## src/rtl/pulse_gen_param.sv

```systemverilog
// Parametrised DAC pulse generator: decodes instruction/pulse FIFO entries and drives one
// AXIS beat per clock with tick-relative timed pulses, phase-measurement bursts and streaming.
module pulse_gen_param #(
    parameter int unsigned         SAMPLES  = 16,
    parameter int unsigned         SAMPLE_W = 16,
    parameter int unsigned         PERIOD_W = 24,
    parameter int unsigned         COARSE_W = 16,
    parameter logic [SAMPLE_W-1:0] AMP_RST  = 16'h7FFF
) (
    input  logic                        clk,
    input  logic                        rst,
    input  logic                        instr_fifo_empty,
    input  logic [31:0]                 instr_fifo_data,
    output logic                        instr_fifo_read,
    input  logic                        pulse_fifo_empty,
    input  logic [31:0]                 pulse_fifo_data,
    output logic                        pulse_fifo_read,
    output logic [SAMPLES*SAMPLE_W-1:0] m_axis_tdata,
    output logic                        m_axis_tvalid,
    input  logic                        m_axis_tready,
    output logic                        tick_out,
    output logic                        underrun,
    output logic                        fine_err,
    output logic [7:0]                  state_out
);
    localparam int unsigned BeatW    = SAMPLES * SAMPLE_W;
    localparam logic [7:0]  SamplesB = 8'(SAMPLES);

    localparam logic [7:0] CmdRstClk = 8'd0;
    localparam logic [7:0] CmdPulse  = 8'd1;
    localparam logic [7:0] CmdPeriod = 8'd2;
    localparam logic [7:0] CmdPmSet  = 8'd3;
    localparam logic [7:0] CmdPmClr  = 8'd4;
    localparam logic [7:0] CmdToggle = 8'd5;
    localparam logic [7:0] CmdSync   = 8'd6;
    localparam logic [7:0] CmdAmp    = 8'd7;

    typedef enum logic [7:0] {
        StIdle      = 8'd0,
        StRstRead   = 8'd1,
        StRead      = 8'd2,
        StWaitTick  = 8'd3,
        StWaitPulse = 8'd4,
        StToggle    = 8'd5,
        StSsPm      = 8'd6,
        StSsRd      = 8'd7,
        StSsLatch   = 8'd8,
        StSsTick    = 8'd9,
        StSsWait    = 8'd10
    } state_e;

    function automatic logic [BeatW-1:0] pulse_beat(input logic [7:0]          fine,
                                                    input logic [SAMPLE_W-1:0] amp);
        logic [BeatW-1:0] beat;
        beat = '0;
        for (int unsigned k = 0; k < SAMPLES; k++) begin
            if (fine == 8'(k)) beat[(SAMPLES-1-k)*SAMPLE_W +: SAMPLE_W] = amp;
        end
        return beat;
    endfunction

    state_e                state_q, state_d;
    logic [PERIOD_W-1:0]   period_q, period_d, cnt_q, cnt_d;
    logic                  tick_q, tick_d, pm_q, pm_d;
    logic [SAMPLE_W-1:0]   amp_q, amp_d;
    logic [BeatW-1:0]      out_q, out_d;
    logic                  instr_rd_q, instr_rd_d, pulse_rd_q, pulse_rd_d;
    logic [COARSE_W-1:0]   coarse_q, coarse_d, cc_q, cc_d;
    logic [7:0]            fine_q, fine_d;
    logic [23:0]           n_q, n_d;
    logic                  underrun_q, underrun_d, fine_err_q, fine_err_d;

    logic [7:0]            cmd;
    logic                  pm_tick, emit, drain, bad;
    logic [23:0]           n_cmd;
    logic [PERIOD_W-1:0]   per_new;
    logic                  unused_pulse_hi;

    assign cmd             = instr_fifo_data[31:24];
    // A PM default beat is on the output in this cycle.
    assign pm_tick         = pm_q & tick_q;
    assign unused_pulse_hi = ^pulse_fifo_data[31:24];

    always_comb begin
        state_d    = state_q;
        period_d   = period_q;
        cnt_d      = (cnt_q >= period_q - PERIOD_W'(1)) ? '0 : cnt_q + PERIOD_W'(1);
        tick_d     = (cnt_q == '0);
        amp_d      = amp_q;
        pm_d       = pm_q;
        out_d      = '0;
        instr_rd_d = 1'b0;
        pulse_rd_d = 1'b0;
        coarse_d   = coarse_q;
        fine_d     = fine_q;
        cc_d       = cc_q;
        n_d        = n_q;
        underrun_d = underrun_q | ~m_axis_tready;
        fine_err_d = fine_err_q;
        emit       = 1'b0;
        drain      = 1'b0;
        bad        = 1'b0;
        n_cmd      = (cmd == CmdToggle) ? 24'(instr_fifo_data[15:0]) : instr_fifo_data[23:0];
        per_new    = PERIOD_W'(instr_fifo_data[23:0]);

        case (state_q)
            StIdle: begin
                if (!instr_fifo_empty) begin
                    instr_rd_d = 1'b1;
                    state_d    = StRstRead;
                end
            end
            StRstRead: state_d = StRead;
            StRead: begin
                state_d = StIdle;
                case (cmd)
                    CmdRstClk: begin
                        cnt_d = '0;
                        out_d = pulse_beat(8'd0, amp_q);
                    end
                    CmdPulse: begin
                        coarse_d = COARSE_W'(instr_fifo_data[23:8]);
                        fine_d   = instr_fifo_data[7:0];
                        state_d  = StWaitTick;
                    end
                    CmdPeriod: period_d = (per_new < PERIOD_W'(2)) ? PERIOD_W'(2) : per_new;
                    CmdPmSet:  pm_d = 1'b1;
                    CmdPmClr:  pm_d = 1'b0;
                    CmdToggle, CmdSync: begin
                        if (n_cmd == '0 || (pm_tick && n_cmd == 24'd1)) begin
                            pm_d  = 1'b0;
                            drain = (cmd == CmdSync);
                        end else begin
                            pm_d    = 1'b1;
                            n_d     = pm_tick ? n_cmd - 24'd1 : n_cmd;
                            state_d = (cmd == CmdToggle) ? StToggle : StSsPm;
                        end
                    end
                    CmdAmp:  amp_d = instr_fifo_data[SAMPLE_W-1:0];
                    default: ;
                endcase
            end
            StWaitTick, StSsTick: begin
                if (tick_q) begin
                    if (coarse_q == '0) begin
                        emit = 1'b1;
                    end else begin
                        cc_d    = coarse_q - COARSE_W'(1);
                        state_d = (state_q == StWaitTick) ? StWaitPulse : StSsWait;
                    end
                end
            end
            StWaitPulse, StSsWait: begin
                if (cc_q == '0) emit = 1'b1;
                else            cc_d = cc_q - COARSE_W'(1);
            end
            StToggle, StSsPm: begin
                if (pm_tick) begin
                    if (n_q == 24'd1) begin
                        pm_d    = 1'b0;
                        state_d = StIdle;
                        drain   = (state_q == StSsPm);
                    end else begin
                        n_d = n_q - 24'd1;
                    end
                end
            end
            StSsRd: state_d = StSsLatch;
            StSsLatch: begin
                coarse_d = COARSE_W'(pulse_fifo_data[23:8]);
                fine_d   = pulse_fifo_data[7:0];
                state_d  = StSsTick;
            end
            default: bad = 1'b1;
        endcase

        // An out-of-range fine offset is dropped but the schedule advances as if emitted.
        if (emit) begin
            if (fine_q < SamplesB) out_d = pulse_beat(fine_q, amp_q);
            else                   fine_err_d = 1'b1;
            state_d = StIdle;
            drain   = (state_q == StSsTick) || (state_q == StSsWait);
        end

        if (drain) begin
            if (!pulse_fifo_empty) begin
                pulse_rd_d = 1'b1;
                state_d    = StSsRd;
            end else begin
                state_d = StIdle;
            end
        end

        if (bad) begin
            state_d    = StIdle;
            period_d   = PERIOD_W'(10);
            cnt_d      = '0;
            tick_d     = 1'b0;
            amp_d      = AMP_RST;
            pm_d       = 1'b0;
            out_d      = '0;
            instr_rd_d = 1'b0;
            pulse_rd_d = 1'b0;
            coarse_d   = '0;
            fine_d     = '0;
            cc_d       = '0;
            n_d        = '0;
            underrun_d = 1'b0;
            fine_err_d = 1'b0;
        end
    end

    always_ff @(posedge clk or negedge rst) begin
        if (!rst) begin
            state_q    <= StIdle;
            period_q   <= PERIOD_W'(10);
            cnt_q      <= '0;
            tick_q     <= 1'b0;
            amp_q      <= AMP_RST;
            pm_q       <= 1'b0;
            out_q      <= '0;
            instr_rd_q <= 1'b0;
            pulse_rd_q <= 1'b0;
            coarse_q   <= '0;
            fine_q     <= '0;
            cc_q       <= '0;
            n_q        <= '0;
            underrun_q <= 1'b0;
            fine_err_q <= 1'b0;
        end else begin
            state_q    <= state_d;
            period_q   <= period_d;
            cnt_q      <= cnt_d;
            tick_q     <= tick_d;
            amp_q      <= amp_d;
            pm_q       <= pm_d;
            out_q      <= out_d;
            instr_rd_q <= instr_rd_d;
            pulse_rd_q <= pulse_rd_d;
            coarse_q   <= coarse_d;
            fine_q     <= fine_d;
            cc_q       <= cc_d;
            n_q        <= n_d;
            underrun_q <= underrun_d;
            fine_err_q <= fine_err_d;
        end
    end

    // PM mode bypasses the output register: default beat on tick beats, silence otherwise.
    assign m_axis_tdata    = pm_q ? (tick_q ? pulse_beat(8'd0, amp_q) : '0) : out_q;
    assign m_axis_tvalid   = 1'b1;
    assign tick_out        = tick_q;
    assign underrun        = underrun_q;
    assign fine_err        = fine_err_q;
    assign state_out       = state_q;
    assign instr_fifo_read = instr_rd_q;
    assign pulse_fifo_read = pulse_rd_q;

endmodule

```

## config.mk

```make
export PLATFORM = sky130hd
export DESIGN_NAME = pulse_gen_param
export DESIGN_NICKNAME = d
export VERILOG_FILES = /design/src/rtl/pulse_gen_param.sv
export SDC_FILE = /design/constraint.sdc
export NUM_CORES = 1
export LEC_CHECK = 0
export CAP_MARGIN = 40
export CORE_MARGIN = 4
export CORE_UTILIZATION = 50
export CTS_CLUSTER_DIAMETER = 100
export DETAILED_ROUTE_END_ITERATION = 16
export PLACE_DENSITY = 0.72
export RECOVER_POWER = 25
export SLEW_MARGIN = 20
export SYNTH_ARGS = -nofsm -noshare
export SYNTH_HDL_FRONTEND = slang
export SYNTH_SLANG_ARGS = --single-unit
```

## constraint.sdc

```tcl
create_clock -name clk -period 5.75 [get_ports clk]
set_input_delay 0.575 -clock clk [delete_from_list [all_inputs] [get_ports clk]]
set_output_delay 0.575 -clock clk [all_outputs]
set_load 0.05 [all_outputs]
```

# Word-level counts from Yosys, hierarchy flattened
# Cells that the tools add are included.
[op_classes]
n_bitwise = 3
addsub = 6
n_mux = 94
n_lt_le_gt_ge = 3
reduce_logical = 23
n_eq_ne = 58
[op_table]
columns = ["op", "count"]
rows = [
  ["256-bit two-way mux", 7],
  ["16-bit two-way mux", 25],
  ["24-bit two-way mux", 15],
  ["8-bit by 3-bit equality test with 1-bit output, second input constant", 12],
  ["8-bit by 4-bit equality test with 1-bit output, second input constant", 11],
  ["8-bit two-way mux", 10],
  ["24-bit by 1-bit subtractor with 24-bit output, second input constant", 3],
  ["16-bit one-hot mux with 2 select lines", 2],
  ["8-bit one-hot mux with 7 select lines", 1],
  ["24-bit by 1-bit equality test with 1-bit output, second input constant", 2],
  ["8-bit by 2-bit equality test with 1-bit output, second input constant", 6],
  ["24-bit logical NOT", 2],
  ["24-bit one-hot mux with 2 select lines", 1],
  ["16-bit logical NOT", 2],
  ["16-bit by 1-bit subtractor with 16-bit output, second input constant", 2],
  ["5-bit inequality test, second input constant", 5],
  ["24-bit by 1-bit adder with 24-bit output, second input constant", 1],
  ["8-bit by 1-bit equality test with 1-bit output, second input constant", 3],
  ["24-bit >= comparator", 1],
  ["8-bit logical NOT", 3],
  ["24-bit by 2-bit < comparator with 1-bit output, second input constant", 1],
  ["3-bit inequality test, second input constant", 8],
  ["1-bit two-way mux", 23],
  ["8-bit one-hot mux with 2 select lines", 1],
  ["other kinds (24)", 40],
]
[word_totals]
out_inout_bits = 270
reg_bits = 398
in_bits = 69
wordCells = 202

# Longest topological paths before layout
# Gate-level depths: netlist of the first run.
[depth]
word_depth = 11
ltp_mapped = 15
mapped_depth_nobuf = 14

# Worst setup path before layout of the first run
# Ideal clock, no wire load.
[synth_timing]
kind = "register to register"
from = "reg state_q[1] (netlist: state_out[1])"
to = "reg cc_q[6]"
t_arrival_ns = 3.584
path_stages_with_launch = 15
required_time_ns = 5.629
path_slack_ns = 2.045
n_path_buf = 5
setup_ns = 0.121
synth_period_minus_slack_ns = 3.705
cell_sequence = "dfrtp_1 clkbuf_1 nor2_1 a21oi_1 clkbuf_1 clkbuf_1 clkbuf_1 mux2i_1 ha_1 clkbuf_1 inv_1 o311a_1 a31oi_1 o21ai_0 a22o_1"
[synth_between]
elab_chain_cells = 4
word_cells_on_any_way = 21
cone_classes = "eq/ne: 14; mux: 2; reduce/logical: 5"
[synth_lines]
columns = ["item", "line_no", "rtl"]
rows = [
  ["from (decl)", "62", "state_e state_q, state_d;"],
  ["from (signal assigned)", "215", "state_q <= StIdle;"],
  ["from (signal assigned)", "231", "state_q <= state_d;"],
  ["8-bit by 2-bit equality test with 1-bit output (tied with other cells)", "106", "case (state_q)"],
  ["11-bit OR reduction (no source line) (tied with other cells)", "n/a", ""],
  ["3-bit by 1-bit inequality test with 1-bit output (no source line) (tied with other cells)", "n/a", ""],
  ["4-bit AND reduction (no source line) / 16-bit two-way mux (equally long branches)", "n/a", ""],
  ["to (signal assigned)", "226", "cc_q <= '0;"],
  ["to (signal assigned)", "242", "cc_q <= cc_d;"],
  ["to (decl)", "68", "logic [COARSE_W-1:0] coarse_q, coarse_d, cc_q, cc_d;"],
]
# Parallel ways exist; a longest one is shown, timed or not.
# A chain may end at the register's enable or synchronous reset.

# Final worst setup path of the first run
[layout_timing]
from = "reg period_q[4]"
to = "reg cnt_q[18]"
[layout_between]
elab_chain_cells = 6
[layout_lines]
columns = ["item", "line_no", "rtl"]
rows = [
  ["from (decl)", "63", "logic [PERIOD_W-1:0] period_q, period_d, cnt_q, cnt_d;"],
  ["from (signal assigned)", "232", "period_q <= period_d;"],
  ["24-bit by 1-bit subtractor with 24-bit output (*)", "87", "cnt_d = (cnt_q >= period_q - PERIOD_W'(1)) ? '0 : cnt_q + PERIOD_W'(1);"],
  ["24-bit >= comparator (*)", "87", ""],
  ["24-bit two-way mux (*)", "87", ""],
  ["24-bit two-way mux", "116", "case (cmd)"],
  ["24-bit two-way mux (*)", "106", ""],
  ["24-bit two-way mux (*)", "194", "if (bad) begin"],
  ["named net cnt_d[18]", "63", ""],
  ["to (signal assigned)", "233", "cnt_q <= cnt_d;"],
  ["to (decl)", "63", ""],
]
# Mark *: on every way through the listed nets, which the timed path passes. The rest lies on a longest branch.

==> results of run 1 <==
## metal layers
layer	up-vias	share of wire	wire length, um
li1	7404	-	-
met5	-	0	0
met2	634	0.49	28400
met3	83	0.069	4000
met4	0	0.022	1280
met1	7860	0.42	24600
## state kept, by name, summed over array words and instances, names as in the netlist, 4 cells and up
signal / cells
n_q: 24
out_q: 256
state_out: 4
fine_q: 8
coarse_q: 16
amp_q: 16
period_q: 24
cnt_q: 24
cc_q: 16
## power by group through the flow
stage / combinational, W / clock, W / sequential, W
2_1_floorplan: 0.00220 / 0 / 0.00340
3_3_place_gp: 0.00274 / 0 / 0.00354
3_5_place_dp: 0.00286 / 0 / 0.00356
4_1_cts: 0.00287 / 0.00278 / 0.00351
5_1_grt: 0.00334 / 0.00290 / 0.00355
6_report: 0.00302 / 0.00275 / 0.00350
## layout make-up
class,count,share of cell area
sequential,394,0.410
clock buffer,62,0.0508
clock inverter,11,0.00716
tap,511,0.0265
timing repair buffer,350,0.146
inverter,39,0.00607
multi-input combinational,1488,0.353
## critical path, delay by kind of cell, from the launching register on
kind                     cells  cell delay [ns]
AND/OR/NAND/NOR              6             1.42
XOR/XNOR                     1             0.17
adder cells (fa/ha/maj)      1             0.27
AO/OA/AOI/OAI                4             1.55
flip-flops                   1             0.42
## metrics by stage
stage	power (W)	hold slack [ns]	utilization	cells
global route	0.00979	0.525	0.640	2855
finish	0.00927	0.506	0.640	2855
global placement	0.00628	0.488	0.600	2771
detailed placement	0.00642	0.500	0.601	2777
CTS	0.00917	0.131	0.638	2850
floorplan	0.00560	0.279	-	2065
## logic make-up after synthesis
family,synth area share
AOI/OAI and AO/OA,0.108
xor gates and xnor gates,0.0298
adders and majority gates,0.0209
buffers and inverters,0.0389
DFF,0.517
muxes,0.0142
other,0.000393
and+or+nand+nor,0.271
## cell usage in the layout, fill, tap and decap left out, types with 6 or more instances in the layout
master             n
a211oi_1          14
a21o_1             6
a21oi_1           63
a22o_1            30
a311oi_1          26
a31oi_1            6
and2_1            29
and3_1             9
buf_4             15
clkbuf_1          10
clkbuf_16         42
clkbuf_8          10
clkdlybuf4s50_1  324
dfrtp_1          376
dfstp_2           17
ha_1              32
inv_1             38
mux2_2             7
mux2i_1           17
nand2_1          208
nand2b_1           8
nand3_1           34
nand4_1           14
nor2_1           369
nor2b_1          248
nor3_1            42
nor4_1            28
nor4b_1            8
o21a_1             7
o21ai_0           88
o22ai_1            7
o31ai_1            9
or3_1             19
or4_1             11
xnor2_1           35
xor2_1            30
## worst min path at each step
stage | to | depth (start not counted) | slack [ns]
4_1_cts | cc_q[12] | 1 | 0.13
2_1_floorplan | amp_q[15] | 0 | 0.28
6_report | amp_q[9] | 2 | 0.51
3_5_place_dp | amp_q[9] | 2 | 0.50
5_1_grt | amp_q[9] | 2 | 0.52
3_3_place_gp | fine_err | 2 | 0.49
==> metrics, run 1 <==
# fillers 3096; FF+latch area 0.00988 mm2; n_diodes 0; met2 usage in global routing 0.461; worst-path cell chain nor4_1, nand2_1, nor3_1, nand2_1, nor4_1, xnor2_1, ha_1, a21o_1, a2111oi_0, o21a_1, nand2_1, a21oi_1; Slowest-stage cell, CP a2111oi_0; postcts setup bufs 0; largest net degree at the start of global routing 144; Die Span X 204 um; R2R Path End cnt_q[18]; Die ar. 0.0414 mm2; initial antenna violation count 0; count leader, synth dfrtp_1; Setup CP Type reg2reg; synth unique cells 80; slew margin rel. -1.03; routed vias/inst 5.60; total grt overflow 0; area occupied by multi-input gates 0.00852 mm2; P_int 0.00576 W; grt met1 use 0.373; clk_skew 0.0222 ns; share of layout cells above drive strength 1 0.0593; Crit path top cell by count nand2_1; post-cts sizing count 0; #FFs+latches synth 394; worst endpoint required time 6.21 ns; failing checks capacitance limit, slew limit; Syn Std Cell Area 0.0191 mm2; pwr/cell area 384 mW/mm2; # Max-Cap Violations 1; asr flop ratio synth 1.00; Mapped Cells 2062; router iterations before antenna repair 5; Worst Path Arrival 4.36 ns; final setup violation count 0; gr busiest metal met2; Crit. Startpoint period_q[4]; Startpoint Class flop; Avg Cell Area, Syn 9.27 um2; final net count 2415; gr usage total 0.273; status finished with violations; area leader, netlist dfrtp_1; r2r setup slk 1.85 ns; area delta synth->final 26.1%; Die Height 204 um; Hold WC Path Type reg2reg; final hold viol count 0; Peak Freq 256 MHz; YS warnings 0; via count 16.0k; hpwl dp 41.0 mm; RR Startpoint period_q[4]; Port Buffer Count 325; Switching Power 0.00350 W; combinational share of power 0.326; dominant cells by area after synthesis dfrtp_1 49%, nor2b_1 8.1%, nor2_1 7.2%, nand2_1 4.1%, clkbuf_1 2.4%; worst slack, placed 1.57 ns; post-synth top area share 0.493; Starting Density 0.508; sequential group share of total power 0.378; dpl cell area 0.0226 mm2; fin area 0.0241 mm2; EDFF count, synth 0; met3 Usage GRT 0.0426; Sw Ratio 0.378; setup TNS 0 ns; Routed Antenna Nets 0; number of top-level pins 339; Final Wtd Congestion 0.911; ys flop type dfrtp_1; TritonCTS clock tree built; Crit Path Max Fanout 15; clock root cell clkbuf_16; clock power share 0.296; # DRC 0; clock latency on the worst-skew pair 0.54 ns; H-tree Lvls 2; Slew @ Worst Pin 3.04 ns; R2R depth 12; Max Buffers Root-to-Sink 3; Final min period 3.90 ns; first-pass GRT wire length 89.5 mm; RSZ-0062 raised after global routing false; Worst-path clk slew 0.06 ns; crit share post-route 0.679; vias in the first global route 15.3k; Seq/Total Area, Yosys 0.517; P_leak 10.3 nW; post-DR wirelength/cell 20.4 um; element type at the critical path end flop; CP max stage delay 0.62 ns; hold_buf cts 0; peak supply drop 306 uV; PnR worst setup slack 1.85 ns; Max Slew Vio Count 120; CP endpoint cnt_q[18]; iteration-0 DRC count of the detailed router 1389; core area 0.0377 mm2; top post-synthesis cells by count 377 x dfrtp_1, 369 x nor2_1, 248 x nor2b_1; hold path startpoint amp_q[9]; routed wire length 58.3 mm; cts bufs inserted 41; Site Rows 71; clock sinks 394
(Power assumes the default switching activity.)
==> inputs of run 2 (changes only) <==
--- a/config.mk
+++ b/config.mk
@@ -7,10 +7,10 @@
 export LEC_CHECK = 0
 export CAP_MARGIN = 40
 export CORE_MARGIN = 4
-export CORE_UTILIZATION = 50
+export CORE_UTILIZATION = 48
 export CTS_CLUSTER_DIAMETER = 100
 export DETAILED_ROUTE_END_ITERATION = 16
-export PLACE_DENSITY = 0.72
+export PLACE_DENSITY = 0.73
 export RECOVER_POWER = 25
 export SLEW_MARGIN = 20
 export SYNTH_ARGS = -nofsm -noshare
==> constraint.sdc (replaced) <==
create_clock -name clk -period 3.15 [get_ports clk]
set_input_delay 0.315 -clock clk [delete_from_list [all_inputs] [get_ports clk]]
set_output_delay 0.315 -clock clk [all_outputs]
set_load 0.05 [all_outputs]
==> run 2 against run 1 <==
Compared with the run above: critical path depth up 1; register-to-register slack worse by 1.9 ns; via count up 3.4%; highest routed layer unchanged; clock-buffer cell count down 5; setup slack worse by 1.9 ns; sequential power up 80%; largest power group unchanged; wire length up 3.8%; power up 89%; the run ends with capacitance limit, slew limit, setup timing left; core utilization up 0.57 points.
==> metrics, run 2 (synthesis gave the netlist of run 1 again) <==
final hold viol count 0; Worst Path Arrival 3.68 ns; Site Rows 72; Startpoint Class flop; # DRC 0; grt met1 use 0.363; gr busiest metal met2; P_leak 10.8 nW; Final min period 3.21 ns; max reg flops 256; clk_skew 0.0124 ns; routed wire length 60.5 mm; worst-path cell chain nor4_2, nand2_1, nor3_2, nand2_2, nor4_4, xnor2_1, ha_1, a21o_1, a2111oi_4, o21a_2, clkbuf_16, nand2_1, a21oi_1; # Max-Cap Violations 1; RR Startpoint period_q[5]; Hold WC Path Type in2reg; pwr/cell area 694 mW/mm2; r2r setup slk -0.06 ns; Starting Density 0.490; PnR worst setup slack -0.0568 ns; area delta synth->final 31.8%; commonest non-fill, non-tap cells in the layout 372 x dfrtp_1, 369 x nor2_1, 308 x clkdlybuf4s50_1; peak supply drop 594 uV; R2R depth 13; Routed Antenna Nets 0; n_diodes 0; Top reg by flops out_q; Min Hold Slack 0.350 ns; Die Height 208 um; total grt overflow 0; Worst-path clk slew 0.06 ns; met2 usage in global routing 0.450; Max Buffers Root-to-Sink 3; via count 16.5k; vias in the first global route 15.8k; failing checks capacitance limit, slew limit, setup timing; worst slack, placed -0.0432 ns; number of cells on the worst hold path 2; number of top-level pins 339; Slew @ Worst Pin 1.80 ns; H-tree Lvls 2; Port Buffer Count 325; Max Slew Vio Count 64; crit share post-route 1.02; Die ar. 0.0431 mm2; share of layout cells above drive strength 1 0.125; met3 Usage GRT 0.0470; Crit path top cell by count nand2_1; hold path startpoint m_axis_tready; clock sinks 394; clock latency on the worst-skew pair 0.55 ns; initial antenna violation count 0; Cells after DPL 2888; worst endpoint required time 3.62 ns; dpl cell area 0.0235 mm2; final setup violation count 15; core area 0.0390 mm2; Crit Path Max Fanout 7; final net count 2520; Design Power 0.0175 W; # fillers 3118; clock root cell clkbuf_16; first-pass GRT wire length 92.7 mm; R2R Path End cnt_q[19]; status finished with violations; CP max stage delay 0.39 ns; Buf/Inv on CP 1; Final Wtd Congestion 0.924; RSZ-0062 raised after global routing true; Slowest-stage cell, CP a2111oi_4; hpwl dp 43.3 mm; TritonCTS clock tree built; commonest non-fill, non-tap cell in the layout dfrtp_1; Peak Freq 312 MHz; largest net degree at the start of global routing 190; slew margin rel. -0.197; iteration-0 DRC count of the detailed router 1279; routed vias/inst 5.57; gr usage total 0.268; router iterations before antenna repair 8; element type at the critical path end flop; delay-heaviest family, CP simple AND/OR/NAND/NOR gates; final non-filler cell total 2967; post-DR wirelength/cell 20.4 um; Setup CP Type reg2reg; cts bufs inserted 41; fin area 0.0252 mm2; Hold Path Sink underrun; Die Span X 208 um
==> run 2: cell types whose count changed in the layout (fill, tap and decap cells not counted), moves of 4 or more <==
cell / delta
a211oi_1: -6
a211oi_2: +6
a21oi_1: -9
a21oi_2: +9
buf_12: +6
buf_4: +115
clkdlybuf4s50_1: -16
dfrtp_1: -4
dfrtp_2: +4
nand2_1: -6
nand2_2: +5
nor3_1: -4
or3_1: -4
or3_4: +4
==> run 2: metal layers <==
layer / vias up / routed length, um / part of all wire
li1: 7617 / - / -
met1: 8128 / 24900 / 0.41
met2: 669 / 29500 / 0.49
met3: 110 / 4510 / 0.075
met4: 0 / 1510 / 0.025
met5: - / 0 / 0
==> run 2: cell type report <==
type,instances,area [um2],area share
Clock buffer,57,1180,0.0467
Clock inverter,16,243,0.00963
Inverter,39,146,0.00581
Multi-Input combinational cell,1488,8750,0.347
Sequential cell,394,9890,0.392
Tap cell,518,648,0.0257
Timing Repair Buffer,455,4340,0.172
==> run 2: worst max-delay path by stage <==
stage | end | from | cells after the start
after floorplan | cnt_q[15] | period_q[15] | 11
after global placement | n_q[20] | instr_fifo_data[12] | 9
after detailed placement | cnt_q[17] | period_q[4] | 13
after CTS | cnt_q[2] | period_q[16] | 11
after global routing | cnt_q[20] | period_q[5] | 14
final | cnt_q[19] | period_q[5] | 13
==> run 2: stage by stage <==
| step | utilization | setup TNS (ns) |
|---|---|---|
| 3_5_place_dp | 0.603 | -0.464 |
| 5_1_grt | 0.646 | -4.85 |
| 4_1_cts | 0.640 | 0 |
| 2_1_floorplan | - | 0 |
| 6_report | 0.646 | -0.530 |
| 3_3_place_gp | 0.602 | 0 |
==> run 2: timing repair <==
item / 4_1_cts / 5_1_grt
cloned: 0 / 2
endpoints found under the hold margin: 52 / 0
buffers inserted: 0 / 3
gates resized for setup: 5 / 45
pin swaps: 0 / 15
hold buffers: 1 / 0
endpoints found under the setup margin: 24 / 24
==> run 2: power by group <==
| part | switching (W) | internal (W) |
|---|---|---|
| Combinational | 0.00394 | 0.00219 |
| Sequential | 0.000704 | 0.00559 |
| Clock | 0.00202 | 0.00304 |
